$ cat src/rtl/execute_pkg.sv
// Shared definitions for the execute stage: datapath width, ALU op codes, FSM states.
// Latency: n/a (constants, types and pure functions only).
// Backpressure: n/a.
// Macro FAST_MUL_EN: when defined, MULT is treated as a single-cycle op by the helpers below.
package execute_pkg;

    localparam int DW = 32;               // datapath width
    localparam int CW = $clog2(DW);       // multiplier iteration counter width

    // ALU op codes, shared with decode. Any code not listed is a NOOP.
    localparam logic [3:0] ALU_NOOP = 4'b0000;
    localparam logic [3:0] ALU_ADD  = 4'b0001;
    localparam logic [3:0] ALU_OR   = 4'b0011;
    localparam logic [3:0] ALU_AND  = 4'b0100;
    localparam logic [3:0] ALU_XOR  = 4'b0101;
    localparam logic [3:0] ALU_MULT = 4'b0110;

    typedef enum logic [1:0] {
        EXE_IDLE = 2'd0,
        EXE_BUSY = 2'd1,
        EXE_DONE = 2'd2
    } exe_state_t;

    // Ops that write back one clock after being presented.
    function automatic logic is_single(input logic [3:0] op);
        logic r;
        r = (op == ALU_ADD) || (op == ALU_OR) || (op == ALU_AND) || (op == ALU_XOR);
`ifdef FAST_MUL_EN
        r = r || (op == ALU_MULT);
`endif
        return r;
    endfunction

    // Single-cycle result. The multiply is only present in the fast build so the
    // iterative build does not carry a combinational multiplier.
    function automatic logic [DW-1:0] alu_calc(input logic [3:0]    op,
                                               input logic [DW-1:0] a,
                                               input logic [DW-1:0] b);
        logic [DW-1:0] r;
        case (op)
            ALU_NOOP: r = '0;
            ALU_ADD:  r = a + b;          // wraps modulo 2^DW
            ALU_OR:   r = a | b;
            ALU_AND:  r = a & b;
            ALU_XOR:  r = a ^ b;
`ifdef FAST_MUL_EN
            ALU_MULT: r = a * b;          // low DW bits of the product
`endif
            default:  r = '0;
        endcase
        return r;
    endfunction

endpackage

$ cat src/rtl/execute_if.sv
// Decode->execute operand bus plus GPR write-back and the execute stall.
// Latency: n/a (wiring only).
// Backpressure: stall_exe from execute freezes the decode side (master).
// Ports: master = decode/GPR side (drives op and operands), slave = execute.
interface execute_if;
    import execute_pkg::*;

    logic [3:0]    alu_fns_sel;
    logic [DW-1:0] regA_data;
    logic [DW-1:0] regB_data;
    logic [4:0]    regD_addr;
    logic [DW-1:0] pc_exe;
    logic          stall_exe;
    logic          wb_en;
    logic [4:0]    wb_addr;
    logic [DW-1:0] wb_data;
    logic [DW-1:0] pc_wb;

    modport master (
        output alu_fns_sel, regA_data, regB_data, regD_addr, pc_exe,
        input  stall_exe, wb_en, wb_addr, wb_data, pc_wb
    );

    modport slave (
        input  alu_fns_sel, regA_data, regB_data, regD_addr, pc_exe,
        output stall_exe, wb_en, wb_addr, wb_data, pc_wb
    );
endinterface

$ cat src/rtl/execute_mul_iter.sv
// Iterative shift-add multiplier: one multiplier bit per clock, low DW bits kept.
// Latency: start edge loads operands, then DW clocks; done is high during the last one.
// Backpressure: start is ignored while busy; the owner must hold off new requests.
// Ports: clock, reset (sync, active-high), start, a, b -> busy, done, product.
module execute_mul_iter
    import execute_pkg::*;
(
    input  logic          clock,
    input  logic          reset,
    input  logic          start,
    input  logic [DW-1:0] a,
    input  logic [DW-1:0] b,
    output logic          busy,
    output logic          done,
    output logic [DW-1:0] product
);

    logic [CW-1:0] cnt;
    logic [DW-1:0] a_sh;     // A << cnt
    logic [DW-1:0] b_sh;     // B >> cnt, so b_sh[0] is B[cnt]
    logic [DW-1:0] acc;
    logic          busy_q;

    localparam logic [CW-1:0] LAST = CW'(DW - 1);

    always_ff @(posedge clock) begin
        if (reset) begin
            cnt    <= '0;
            a_sh   <= '0;
            b_sh   <= '0;
            acc    <= '0;
            busy_q <= 1'b0;
        end else if (start && !busy_q) begin
            cnt    <= '0;
            a_sh   <= a;
            b_sh   <= b;
            acc    <= '0;
            busy_q <= 1'b1;
        end else if (busy_q) begin
            if (b_sh[0]) begin
                acc <= acc + a_sh;
            end
            a_sh <= a_sh << 1;
            b_sh <= b_sh >> 1;
            cnt  <= cnt + 1'b1;       // wraps back to 0 after the last iteration
            if (cnt == LAST) begin
                busy_q <= 1'b0;
            end
        end
    end

    assign busy    = busy_q;
    assign done    = busy_q && (cnt == LAST);
    assign product = acc;

endmodule

$ cat src/rtl/execute.sv
// Execute stage: ALU ops and multiply, result registered onto the GPR write-back port.
// Latency: ADD/OR/AND/XOR 1 clock; MULT DW+2 clocks (1 clock with FAST_MUL_EN).
// Backpressure: stall_exe (combinational) holds decode for DW+1 cycles of a MULT.
// Ports: clock, reset (sync, active-high), exe (execute_if.slave).
// Macro FAST_MUL_EN: single-cycle combinational multiply, no FSM, stall_exe tied low.
module execute
    import execute_pkg::*;
(
    input  logic      clock,
    input  logic      reset,
    execute_if.slave  exe
);

`ifdef FAST_MUL_EN

    assign exe.stall_exe = 1'b0;

    always_ff @(posedge clock) begin
        if (reset) begin
            exe.wb_en   <= 1'b0;
            exe.wb_addr <= '0;
            exe.wb_data <= '0;
            exe.pc_wb   <= '0;
        end else begin
            exe.wb_en <= 1'b0;
            if (is_single(exe.alu_fns_sel)) begin
                // r0 is never written, but the op still completes
                exe.wb_en   <= (exe.regD_addr != 5'd0);
                exe.wb_addr <= exe.regD_addr;
                exe.wb_data <= alu_calc(exe.alu_fns_sel, exe.regA_data, exe.regB_data);
                exe.pc_wb   <= exe.pc_exe;
            end
        end
    end

`else

    exe_state_t    state;
    exe_state_t    state_nxt;
    logic          stall;
    logic          mul_start;
    logic          ld_single;
    logic          ld_mul;
    logic          mul_busy;
    logic          mul_done;
    logic [DW-1:0] mul_product;
    logic [4:0]    rd_q;
    logic [DW-1:0] pc_q;

    // State register
    always_ff @(posedge clock) begin
        if (reset) begin
            state <= EXE_IDLE;
        end else begin
            state <= state_nxt;
        end
    end

    // Next state
    always_comb begin
        state_nxt = state;
        case (state)
            EXE_IDLE: begin
                if (exe.alu_fns_sel == ALU_MULT) begin
                    state_nxt = EXE_BUSY;
                end
            end
            EXE_BUSY: begin
                if (mul_done) begin
                    state_nxt = EXE_DONE;
                end else if (!mul_busy) begin
                    // unit not running: fall back rather than stall forever
                    state_nxt = EXE_IDLE;
                end
            end
            EXE_DONE: state_nxt = EXE_IDLE;
            default:  state_nxt = EXE_IDLE;
        endcase
    end

    // Outputs. In DONE decode still shows the finished MULT; it is not re-issued.
    always_comb begin
        stall     = 1'b0;
        mul_start = 1'b0;
        ld_single = 1'b0;
        ld_mul    = 1'b0;
        case (state)
            EXE_IDLE: begin
                stall     = (exe.alu_fns_sel == ALU_MULT);
                mul_start = (exe.alu_fns_sel == ALU_MULT);
                ld_single = is_single(exe.alu_fns_sel);
            end
            EXE_BUSY: stall  = 1'b1;
            EXE_DONE: ld_mul = 1'b1;
            default: ;
        endcase
    end

    assign exe.stall_exe = stall;

    execute_mul_iter u_mul (
        .clock   (clock),
        .reset   (reset),
        .start   (mul_start),
        .a       (exe.regA_data),
        .b       (exe.regB_data),
        .busy    (mul_busy),
        .done    (mul_done),
        .product (mul_product)
    );

    // Destination and PC of the multiply, captured with the operands
    always_ff @(posedge clock) begin
        if (reset) begin
            rd_q <= '0;
            pc_q <= '0;
        end else if (mul_start) begin
            rd_q <= exe.regD_addr;
            pc_q <= exe.pc_exe;
        end
    end

    // Write-back register; address/data/pc hold when nothing completes
    always_ff @(posedge clock) begin
        if (reset) begin
            exe.wb_en   <= 1'b0;
            exe.wb_addr <= '0;
            exe.wb_data <= '0;
            exe.pc_wb   <= '0;
        end else begin
            exe.wb_en <= 1'b0;
            if (ld_single) begin
                exe.wb_en   <= (exe.regD_addr != 5'd0);
                exe.wb_addr <= exe.regD_addr;
                exe.wb_data <= alu_calc(exe.alu_fns_sel, exe.regA_data, exe.regB_data);
                exe.pc_wb   <= exe.pc_exe;
            end else if (ld_mul) begin
                exe.wb_en   <= (rd_q != 5'd0);
                exe.wb_addr <= rd_q;
                exe.wb_data <= mul_product;
                exe.pc_wb   <= pc_q;
            end
        end
    end

`endif

endmodule

$ cat src/flat_wrapper.sv
// flat-port wrapper written by rule: the top's interface ports become plain ports
module execute_flat import execute_pkg::*;
  (clock, reset, exe_alu_fns_sel, exe_regA_data, exe_regB_data, exe_regD_addr, exe_pc_exe, exe_stall_exe, exe_wb_en, exe_wb_addr, exe_wb_data, exe_pc_wb);
  execute_if exe_i ();
  input  logic clock;
  input  logic reset;
  input wire logic [$bits(exe_i.alu_fns_sel)-1:0] exe_alu_fns_sel;
  input wire logic [$bits(exe_i.regA_data)-1:0] exe_regA_data;
  input wire logic [$bits(exe_i.regB_data)-1:0] exe_regB_data;
  input wire logic [$bits(exe_i.regD_addr)-1:0] exe_regD_addr;
  input wire logic [$bits(exe_i.pc_exe)-1:0] exe_pc_exe;
  output wire logic [$bits(exe_i.stall_exe)-1:0] exe_stall_exe;
  output wire logic [$bits(exe_i.wb_en)-1:0] exe_wb_en;
  output wire logic [$bits(exe_i.wb_addr)-1:0] exe_wb_addr;
  output wire logic [$bits(exe_i.wb_data)-1:0] exe_wb_data;
  output wire logic [$bits(exe_i.pc_wb)-1:0] exe_pc_wb;
  assign exe_i.alu_fns_sel = exe_alu_fns_sel;
  assign exe_i.regA_data = exe_regA_data;
  assign exe_i.regB_data = exe_regB_data;
  assign exe_i.regD_addr = exe_regD_addr;
  assign exe_i.pc_exe = exe_pc_exe;
  assign exe_stall_exe = exe_i.stall_exe;
  assign exe_wb_en = exe_i.wb_en;
  assign exe_wb_addr = exe_i.wb_addr;
  assign exe_wb_data = exe_i.wb_data;
  assign exe_pc_wb = exe_i.pc_wb;
  execute u_core (.clock(clock), .reset(reset), .exe(exe_i));
endmodule
$ cat config.mk
export PLATFORM = sky130hd
export DESIGN_NAME = execute_flat
export DESIGN_NICKNAME = d
export VERILOG_FILES = /design/src/rtl/execute_pkg.sv /design/src/rtl/execute_if.sv /design/src/rtl/execute_mul_iter.sv /design/src/rtl/execute.sv /design/src/flat_wrapper.sv
export SDC_FILE = /design/constraint.sdc
export NUM_CORES = 1
export LEC_CHECK = 0
export CAP_MARGIN = 20
export CELL_PAD_IN_SITES_DETAIL_PLACEMENT = 1
export CELL_PAD_IN_SITES_GLOBAL_PLACEMENT = 2
export CORE_ASPECT_RATIO = 2
export CORE_UTILIZATION = 34
export CTS_CLUSTER_SIZE = 14
export DETAILED_ROUTE_END_ITERATION = 6
export PLACE_DENSITY = 0.84
export SLEW_MARGIN = 20
export SYNTH_ARGS = -nofsm -noshare
export SYNTH_HDL_FRONTEND = slang
export SYNTH_SLANG_ARGS = --single-unit
$ cat constraint.sdc
create_clock -name clock -period 7.55 [get_ports clock]
set_clock_uncertainty 0.2 [all_clocks]
set_input_delay 2.265 -clock clock [delete_from_list [all_inputs] [get_ports clock]]
set_output_delay 2.265 -clock clock [all_outputs]
set_load 0.03 [all_outputs]
==> results, run 1 <==
- Wires add up to 50.1 mm.
- In this run the count of I/O pins placed on the die edge is 178.
- The worst hold-check path type is reg -> reg.
- The core region is 0.0373 mm2.
- The post-synth design cell area is 0.0129 mm2.
- The via count of the first global-routing pass is 14100.
- In the global route stage, overall resource usage came out at 0.257.
- In the synthesized netlist, the number of instances is 1764.
- CTS built an H-tree with a depth of 1.
- During placement, the flow inserted port buffers numbering 177.
- During synthesis, Yosys emitted a total of 0 warnings.
- The initial standard-cell utilization of the core is 0.345.
- Data on the critical path arrives at its endpoint at 3.95 ns.
- After global routing the overflow that remains totals 0.
- The critical path class is in -> out.
- Across the run, the number of max-cap violations was 0.
- In this run, synthesis inferred 0 flip-flops with an integrated enable.
- The horizontal die dimension is 140 um.
- The portion of the clock cycle consumed by the worst path in the final layout is 0.850.
- The category of the worst setup path capture point is a primary output.
- The required time at the endpoint of the critical path is 5.09 ns.
- Setup repair after global routing left no endpoint under its margin.
- The global placement routability congestion is 0.895.
- The remaining routing DRC violations is 0.
- The maximum number of pins on one net before global-route repair is 89.
- Summed over all cells, the static leakage comes to 6.15 nW.
- The wire length of the first global-routing pass is 78.1 mm.
- The placed wire-length estimate is 36.3 mm.
- Of the cells placed in the final design, the portion with a size suffix greater than 1 is 0.0439.
- No sink is reached through more buffers than the 3 on the longest clock path.
- The number of post-CTS setup repair buffers is 0.
- In this run the clock root is driven by a sky130_fd_sc_hd__clkbuf_16.
- The achievable clock frequency is 156 MHz.
- Final hold analysis gives a worst-case slack of 0.256 ns.
- The unique cell type count in the Yosys netlist is 71.
- The clock sink count is 211.
- The part of the power in combinational logic is 0.181.
- The routed layout has 13400 vias.
- The floorplan row count is 100.
- The share of total power dissipated in the clock network is 0.406.
- The worst-skew pair later-pin latency is 0.54 ns.
- The switching power share of the total is 0.296.
- The quantity of gates resized following cts is 0.
- The ratio of total power to cell area is 181 mW/mm2.
- The number of failing setup endpoints in the final timing report is 0.
- The share of total power dissipated in sequential elements is 0.413.
- The TritonCTS clock tree is built.
- The flop and latch count out of synthesis is 211.
- For this design, the CTS-stage hold fixing added 0 buffers.
- In this run the tightest slew margin relative to its limit is 0.331.
- For this run, the leading register cell type out of synthesis is sky130_fd_sc_hd__dfxtp_1.
- In the final timing run, aggregate negative setup slack is 0 ns.
- The number of antenna violations at the first check in global routing is 1.
- The kind of start point of the critical path is a primary input.
- In this run the vertical extent of the chip is 277 um.
- After the first detailed-routing iteration, the DRC count stood at 579.
- For this design the total switching power over the nets is 0.843 mW.
- Of the synthesized area, sequential elements account for 0.328.
- The layout overhead on the synthesized area is 22.3%.
- The first TritonRoute pass finished after 5 iterations.
- The count of endpoints failing hold in the final timing report was 0.
- The run finished with clean final reports.
- The internal power is 2.00 mW.
- The detail route stage leaves a number of antenna-violating nets equal to 0.
- The post-route minimum period is 6.42 ns.
- The via-per-instance ratio is 5.69.
- After clock tree synthesis, the clock-pin slew on the worst setup and hold paths is 0.06 ns.
- The number of nets in the synthesized netlist is 1970.
- In the final design database the tool counted 2081 nets.
- VDD sags by at most 0.000125 V.
- The number of clock buffers inserted by TritonCTS is 23.
- In this run the worst path has a maximum fanout of 7.
- Counting flops with an async set or reset pin after synthesis yields a share of 0.
- The area of the die is 0.0387 mm2.
- The max-slew violation total from the final report is 0.
- For the pin with the worst max-slew slack, the measured transition is 1.00 ns.
- After synthesis, the mean cell area works out to 7.30 um2.
- After detailed routing, the average wire length per cell comes to 21.3 um.
[flip-flops by register name (all words and copies together) (netlist names), 5 cells and up]
name / flops
u_core.pc_q: 32
u_core.exe.pc_wb: 32
u_core.u_mul.cnt: 5
u_core.exe.wb_addr: 5
u_core.u_mul.b_sh: 32
u_core.u_mul.a_sh: 32
u_core.rd_q: 5
u_core.u_mul.product: 32
u_core.exe.wb_data: 32
[layout by cell type (no fill, tap or decap), types with 4 or more instances in the layout]
cell type,n
sky130_fd_sc_hd__a211o_1,6
sky130_fd_sc_hd__a211oi_1,13
sky130_fd_sc_hd__a21boi_0,4
sky130_fd_sc_hd__a21o_1,25
sky130_fd_sc_hd__a21oi_1,307
sky130_fd_sc_hd__a221oi_1,18
sky130_fd_sc_hd__a22oi_1,42
sky130_fd_sc_hd__a311oi_1,9
sky130_fd_sc_hd__a31o_2,4
sky130_fd_sc_hd__a31oi_1,16
sky130_fd_sc_hd__a41oi_1,4
sky130_fd_sc_hd__and2_1,5
sky130_fd_sc_hd__and3_1,11
sky130_fd_sc_hd__buf_4,21
sky130_fd_sc_hd__clkbuf_1,4
sky130_fd_sc_hd__clkbuf_16,23
sky130_fd_sc_hd__clkdlybuf4s50_1,175
sky130_fd_sc_hd__dfxtp_1,210
sky130_fd_sc_hd__ha_1,97
sky130_fd_sc_hd__inv_1,91
sky130_fd_sc_hd__mux2i_1,11
sky130_fd_sc_hd__nand2_1,368
sky130_fd_sc_hd__nand2b_1,10
sky130_fd_sc_hd__nand3_1,18
sky130_fd_sc_hd__nand3b_1,5
sky130_fd_sc_hd__nand4_1,7
sky130_fd_sc_hd__nor2_1,129
sky130_fd_sc_hd__nor2b_1,10
sky130_fd_sc_hd__nor3_1,22
sky130_fd_sc_hd__nor4_1,6
sky130_fd_sc_hd__o211ai_1,12
sky130_fd_sc_hd__o21a_1,10
sky130_fd_sc_hd__o21ai_0,59
sky130_fd_sc_hd__o21bai_1,8
sky130_fd_sc_hd__o31ai_1,5
sky130_fd_sc_hd__or3_1,7
sky130_fd_sc_hd__or4_1,5
sky130_fd_sc_hd__xnor2_1,22
sky130_fd_sc_hd__xor2_1,20
[path summary, 6_finish.rpt]
check	start	endpoint	slack, ns	cells past startpoint
max reg2reg	u_core.u_mul.a_sh[0]	u_core.u_mul.product[30]	4.19	12
max	exe_alu_fns_sel[1]	exe_stall_exe	1.13	6
min reg2reg	u_core.exe.pc_wb[11]	u_core.exe.pc_wb[11]	0.26	2
min	u_core.exe.pc_wb[11]	u_core.exe.pc_wb[11]	0.26	2
[area by class of cell]
type                    instances  area, um2
clock buffers                  29        618
repair buffers                198       1940
well taps                     459        574
diodes                          1       2.50
multi-input cells            1350       7920
inverters                      91        342
fillers                      4611      21500
clock inverters                10        118
flip-flops and latches        211       4230
[power by group through the flow]
stage | combinational [mW] | clock (mW) | sequential [mW]
floorplan | 0.251 | 0 | 1.23
global placement | 0.502 | 0 | 1.20
finish | 0.514 | 1.16 | 1.18
detailed placement | 0.511 | 0 | 1.20
CTS | 0.515 | 1.19 | 1.18
global route | 0.556 | 1.23 | 1.18
[worst max-delay path, stage by stage]
cell and delay [ns]:
sky130_fd_sc_hd__clkdlybuf4s50_1 0.58, sky130_fd_sc_hd__inv_1 0.17, sky130_fd_sc_hd__nor3_1 0.49, sky130_fd_sc_hd__nor2_1 0.11, sky130_fd_sc_hd__nor2_1 0.19, sky130_fd_sc_hd__buf_12 0.15
[cells by family after synthesis]
kind of cell,share of synthesized area
xor+xnor,0.0286
mux,0.0103
fa+ha+maj,0.0974
flops,0.328
simple gates,0.204
buf+inv,0.0599
compound gates,0.271
[per-stage QoR]
step / std cells / setup slack [ns] / area, um2 / util / total power, mW
after CTS: 2348 / 1.11 / 15700 / 0.422 / 2.88
final: 2349 / 1.13 / 15700 / 0.422 / 2.85
after floorplan: 1764 / 1.98 / 12900 / - / 1.49
after detailed placement: 2309 / 1.11 / 15000 / 0.402 / 1.71
after global placement: 2309 / 1.18 / 15000 / 0.402 / 1.70
after global routing: 2349 / 0.999 / 15700 / 0.422 / 2.96
[Yosys cell counts, types with 3 or more instances]
| library cell | n | area [um2] |
|---|---|---|
| sky130_fd_sc_hd__nand2_1 | 369 | 1390 |
| sky130_fd_sc_hd__a21oi_1 | 307 | 1540 |
| sky130_fd_sc_hd__dfxtp_1 | 211 | 4220 |
| sky130_fd_sc_hd__nor2_1 | 130 | 488 |
| sky130_fd_sc_hd__ha_1 | 97 | 1210 |
| sky130_fd_sc_hd__clkbuf_1 | 95 | 357 |
| sky130_fd_sc_hd__inv_1 | 91 | 342 |
| sky130_fd_sc_hd__o21ai_0 | 59 | 295 |
| sky130_fd_sc_hd__a22oi_1 | 42 | 315 |
| sky130_fd_sc_hd__a21o_1 | 25 | 188 |
| sky130_fd_sc_hd__nor3_1 | 23 | 115 |
| sky130_fd_sc_hd__xnor2_1 | 22 | 193 |
| sky130_fd_sc_hd__xor2_1 | 20 | 175 |
| sky130_fd_sc_hd__a221oi_1 | 18 | 158 |
| sky130_fd_sc_hd__nand3_1 | 18 | 90.1 |
| sky130_fd_sc_hd__a31oi_1 | 16 | 100 |
| sky130_fd_sc_hd__buf_1 | 15 | 56.3 |
| sky130_fd_sc_hd__a211oi_1 | 13 | 97.6 |
| sky130_fd_sc_hd__o211ai_1 | 12 | 90.1 |
| sky130_fd_sc_hd__and3_1 | 11 | 68.8 |
| sky130_fd_sc_hd__mux2i_1 | 11 | 110 |
| sky130_fd_sc_hd__nor2b_1 | 11 | 68.8 |
| sky130_fd_sc_hd__nand2b_1 | 10 | 62.6 |
| sky130_fd_sc_hd__o21a_1 | 10 | 75.1 |
| sky130_fd_sc_hd__a311oi_1 | 9 | 78.8 |
| sky130_fd_sc_hd__o21bai_1 | 8 | 60.1 |
| sky130_fd_sc_hd__nand4_1 | 7 | 43.8 |
| sky130_fd_sc_hd__nor4_1 | 7 | 43.8 |
| sky130_fd_sc_hd__or3_1 | 7 | 43.8 |
| sky130_fd_sc_hd__a211o_1 | 6 | 52.6 |
| sky130_fd_sc_hd__and2_1 | 6 | 37.5 |
| sky130_fd_sc_hd__nand3b_1 | 5 | 37.5 |
| sky130_fd_sc_hd__o31ai_1 | 5 | 37.5 |
| sky130_fd_sc_hd__or4_1 | 5 | 37.5 |
| sky130_fd_sc_hd__a21boi_0 | 4 | 30.0 |
| sky130_fd_sc_hd__a31o_2 | 4 | 35.0 |
| sky130_fd_sc_hd__a41oi_1 | 4 | 35.0 |
| sky130_fd_sc_hd__a2111oi_0 | 3 | 26.3 |
| sky130_fd_sc_hd__and4_1 | 3 | 26.3 |
| sky130_fd_sc_hd__o221ai_1 | 3 | 26.3 |
[routing by layer]
metal | up-vias | share of wire | routed length, um | track usage
met5 | - | 0 | 0 | 0
met3 | 81 | 0.034 | 1710 | 0.0268
met2 | 287 | 0.56 | 28100 | 0.525
met4 | 0 | 0.030 | 1520 | 0.0947
li1 | 6345 | - | - | -
met1 | 6662 | 0.37 | 18800 | 0.261
Note: power is estimated with default switching activity, not from simulation.
==> run 2: changes to the inputs <==
--- a/config.mk
+++ b/config.mk
@@ -9,10 +9,10 @@
 export CELL_PAD_IN_SITES_DETAIL_PLACEMENT = 1
 export CELL_PAD_IN_SITES_GLOBAL_PLACEMENT = 2
 export CORE_ASPECT_RATIO = 2
-export CORE_UTILIZATION = 34
+export CORE_UTILIZATION = 29
 export CTS_CLUSTER_SIZE = 14
 export DETAILED_ROUTE_END_ITERATION = 6
-export PLACE_DENSITY = 0.84
+export PLACE_DENSITY = 0.76
 export SLEW_MARGIN = 20
 export SYNTH_ARGS = -nofsm -noshare
 export SYNTH_HDL_FRONTEND = slang
==> constraint.sdc (replaced) <==
create_clock -name clock -period 5.9 [get_ports clock]
set_clock_uncertainty 0.2 [all_clocks]
set_input_delay 1.77 -clock clock [delete_from_list [all_inputs] [get_ports clock]]
set_output_delay 1.77 -clock clock [all_outputs]
set_load 0.03 [all_outputs]
==> results, run 2 (synthesized netlist as in run 1, its figures left out) <==
- The post-route minimum period is 5.30 ns.
- The switching power share of the total came to 0.294 (-0.00214).
- The number of buffers on the longest clock path is 3 (unchanged).
- The maximum level of the CTS H-tree is 1 (unchanged).
- The category of the worst setup path capture point is a primary output.
- The global-route usage over all layers is 0.230 (-0.0270).
- The die height is 300 um (+8.2%).
- The required time at the endpoint of the critical path is 3.93 ns (-1.16 ns).
- The path depth of the worst reg2reg path is 10 (-2).
- The worst reg2reg path startpoint is u_core.u_mul.product[1].
- Leaving out fill and tap cells, the most frequent cell in the layout is sky130_fd_sc_hd__nand2_1.
- The arrival time of the worst setup path is 3.33 ns (-0.62 ns).
- The slowest stage of the critical path belongs to the cell sky130_fd_sc_hd__clkdlybuf4s50_1.
- The ratio of total power to cell area is 236 mW/mm2 (+31%).
- The combined area of the multi-input logic cells is 0.00793 mm2 (about the same).
- The number of fill cells is 5324 (+15%).
- The wire length of the first global-routing pass is 79.8 mm (+2.2%).
- The final total power is 3.77 mW (+33%).
- The max capacitance violation total is 0 (unchanged).
- The total area of sequential cells is 0.00423 mm2 (unchanged).
- The quantity of gates resized following cts is 0 (unchanged).
- The flow ran to the end, and the final reports show no timing, DRC or antenna violations.
- The signal on the critical path passes through clkdlybuf4s50_1, inv_1, nor3_1, buf_4, nor2_1, nor2_1, buf_12.
- The starting DRC count in detailed routing is 450 (-22%).
- The via count of the routed design is 13200 (-1.4%).
- The count of endpoints failing hold in the final timing report was 0 (unchanged).
- The tree is rooted in a sky130_fd_sc_hd__clkbuf_16.
- The number of port buffers is 177 (unchanged).
- The top cell types in the final layout, fill and taps aside, are 368 x sky130_fd_sc_hd__nand2_1, 307 x sky130_fd_sc_hd__a21oi_1, 210 x sky130_fd_sc_hd__dfxtp_1, 175 x sky130_fd_sc_hd__clkdlybuf4s50_1, 129 x sky130_fd_sc_hd__nor2_1.
- The TritonCTS clock tree is built.
- The clock network fraction of design power was 0.423 (+0.017).
- The remaining routing DRC violations was 0 (unchanged).
- The tightest min-delay check is of the reg -> reg type.
- The top cell family by delay on the critical path is buffers and inverters.
- The worst-skew pair later-pin latency was 0.55 ns (about the same).
- For this run, the top clock speed supported by timing is 189 MHz.
- The maximum number of pins on one net before global-route repair came to 102 (+15%).
- The net switching power of the design was 1.11 mW (+32%).
- The global placement routability congestion is 0.895 (about the same).
- The leakage power summed over all cells is 6.21 nW (+0.98%).
- The placed wire-length estimate was 39.0 mm (+7.6%).
- The setup TNS was 0 ns (unchanged).
- The total detailed-routing wirelength is 52.0 mm (+3.8%).
- The number of clock buffers inserted by TritonCTS is 23 (unchanged).
- The net count reported at finish came to 2086 (+0.24%).
- The part of the power in combinational logic is 0.178 (-0.003).
- The fraction of layout instances using a drive strength above 1 is 0.0470 (+0.00303).
- The most frequent cell on the critical path is sky130_fd_sc_hd__nor2_1.
- STA classifies the critical path startpoint as a primary input.
- The launching instance or port of the critical path is exe_alu_fns_sel[1].
- The delay of the slowest cell on the worst path is 0.56 ns (-0.02 ns).
- The initial standard-cell utilization of the core came to 0.295 (-0.0503).
- The max-slew violation total from the final report is 0 (unchanged).
- The number of post-CTS setup repair buffers came to 0 (unchanged).
- The tightest slew margin relative to the limit is 0.377 (+0.0457).
- The number of antenna violations at the first check in global routing was 2 (+1).
- The actual transition at the worst max-transition pin is 0.912 ns (-0.0922 ns).
- Of the available clock period, the critical path in the final layout requires 0.899.
- The number of buffers added to fix hold violations after cts was 0 (unchanged).
- The number of stages on the worst setup path was 7 (+1).
- The worst voltage drop across the vdd grid is 0.000127 V (+2.0%).
- The area growth from synthesis to layout is 24.2%.
- The number of failing setup endpoints in the final timing report is 0 (unchanged).
- The clock sink count is 211 (unchanged).
- The clock transition time at the flip-flop clock pins of the worst setup and hold paths came to 0.07 ns (about the same).
- The area of the die is 0.0453 mm2 (+17%).
- The via count of the first global-routing pass is 14000 (-0.78%).
- The via-per-instance ratio was 5.39 (-5.4%).
- The number of buffers and inverters on the critical path came to 4 (+1).
- The number of nets with antenna violations after routing is 0 (unchanged).
- The internal power is 2.66 mW (+33%).
- Setup repair after global routing left no endpoint under its margin.
- The source of the worst hold timing path is u_core.exe.pc_wb[26].
- The worst setup slack for register-to-register paths is 2.36 ns (-1.83 ns).
- The most critical setup path has its endpoint at exe_stall_exe.
- The count of pins on the block boundary is 178 (unchanged).
- The area of the core is 0.0436 mm2 (+17%).
- The floorplan row count is 108 (+8.0%).
- The number of search-and-repair iterations in the first detailed-routing pass is 4 (-1).
- The horizontal die dimension is 151 um (+8.2%).
- The worst reg2reg path endpoint is u_core.u_mul.product[25].
- The proportion of power drawn by flip-flops and latches is 0.400 (-0.013).
- The per-cell routed wire length is 21.2 um (-0.37%).
- The largest driver fanout on the critical path came to 7 (unchanged).
- The overall overflow remaining after global route was 0 (unchanged).
- The critical path class is in -> out.
run 2: cell type report:
class / count / share of cell area
Multi-Input combinational cell: 1350 / 0.496
Sequential cell: 211 / 0.264
Timing Repair Buffer: 203 / 0.125
Tap cell: 550 / 0.0430
Clock buffer: 29 / 0.0393
Inverter: 91 / 0.0214
Clock inverter: 11 / 0.0106
Antenna cell: 2 / 0.000313
run 2: power groups by stage:
stage / Clock [mW] / Combinational (mW) / Sequential, mW
final: 1.60 / 0.670 / 1.51
after global routing: 1.69 / 0.728 / 1.51
after CTS: 1.64 / 0.675 / 1.51
after detailed placement: 0 / 0.671 / 1.54
after global placement: 0 / 0.663 / 1.54
after floorplan: 0 / 0.321 / 1.58
run 2: metrics by stage:
step                instances  instance area (um2)  hold slack [ns]   util  worst slack (ns)
finish                   2447                16000            0.255  0.366             0.596
global placement         2405                15200            0.241  0.348             0.353
detailed placement       2405                15200            0.248  0.348             0.281
CTS                      2445                16000            0.257  0.366             0.608
floorplan                1764                12900            0.236      -              1.32
global route             2447                16000            0.276  0.366             0.475
run 2: worst min-delay path by stage:
stage / depth (start not counted) / endpoint / slack, ns
finish: 2 / u_core.exe.pc_wb[26] / 0.25
floorplan: 2 / u_core.pc_q[0] / 0.24
global route: 2 / u_core.exe.pc_wb[26] / 0.28
CTS: 2 / u_core.exe.pc_wb[26] / 0.26
global placement: 2 / u_core.pc_q[15] / 0.24
detailed placement: 2 / u_core.exe.pc_wb[26] / 0.25
run 2: layer usage:
| metal | routed length, um | global-route usage | share of wire | vias to the layer above |
|---|---|---|---|---|
| li1 | - | - | - | 6356 |
| met1 | 19400 | 0.239 | 0.37 | 6435 |
| met2 | 28000 | 0.443 | 0.54 | 279 |
| met3 | 1870 | 0.0246 | 0.036 | 115 |
| met4 | 2670 | 0.115 | 0.051 | 0 |
| met5 | 0 | 0 | 0 | - |
run 2: worst min-delay path, delay by kind of cell (launching register included):
family	cells	cell delay [ns]
flip-flops	1	0.31
AND/OR/NAND/NOR	1	0.05
AO/OA/AOI/OAI	1	0.05
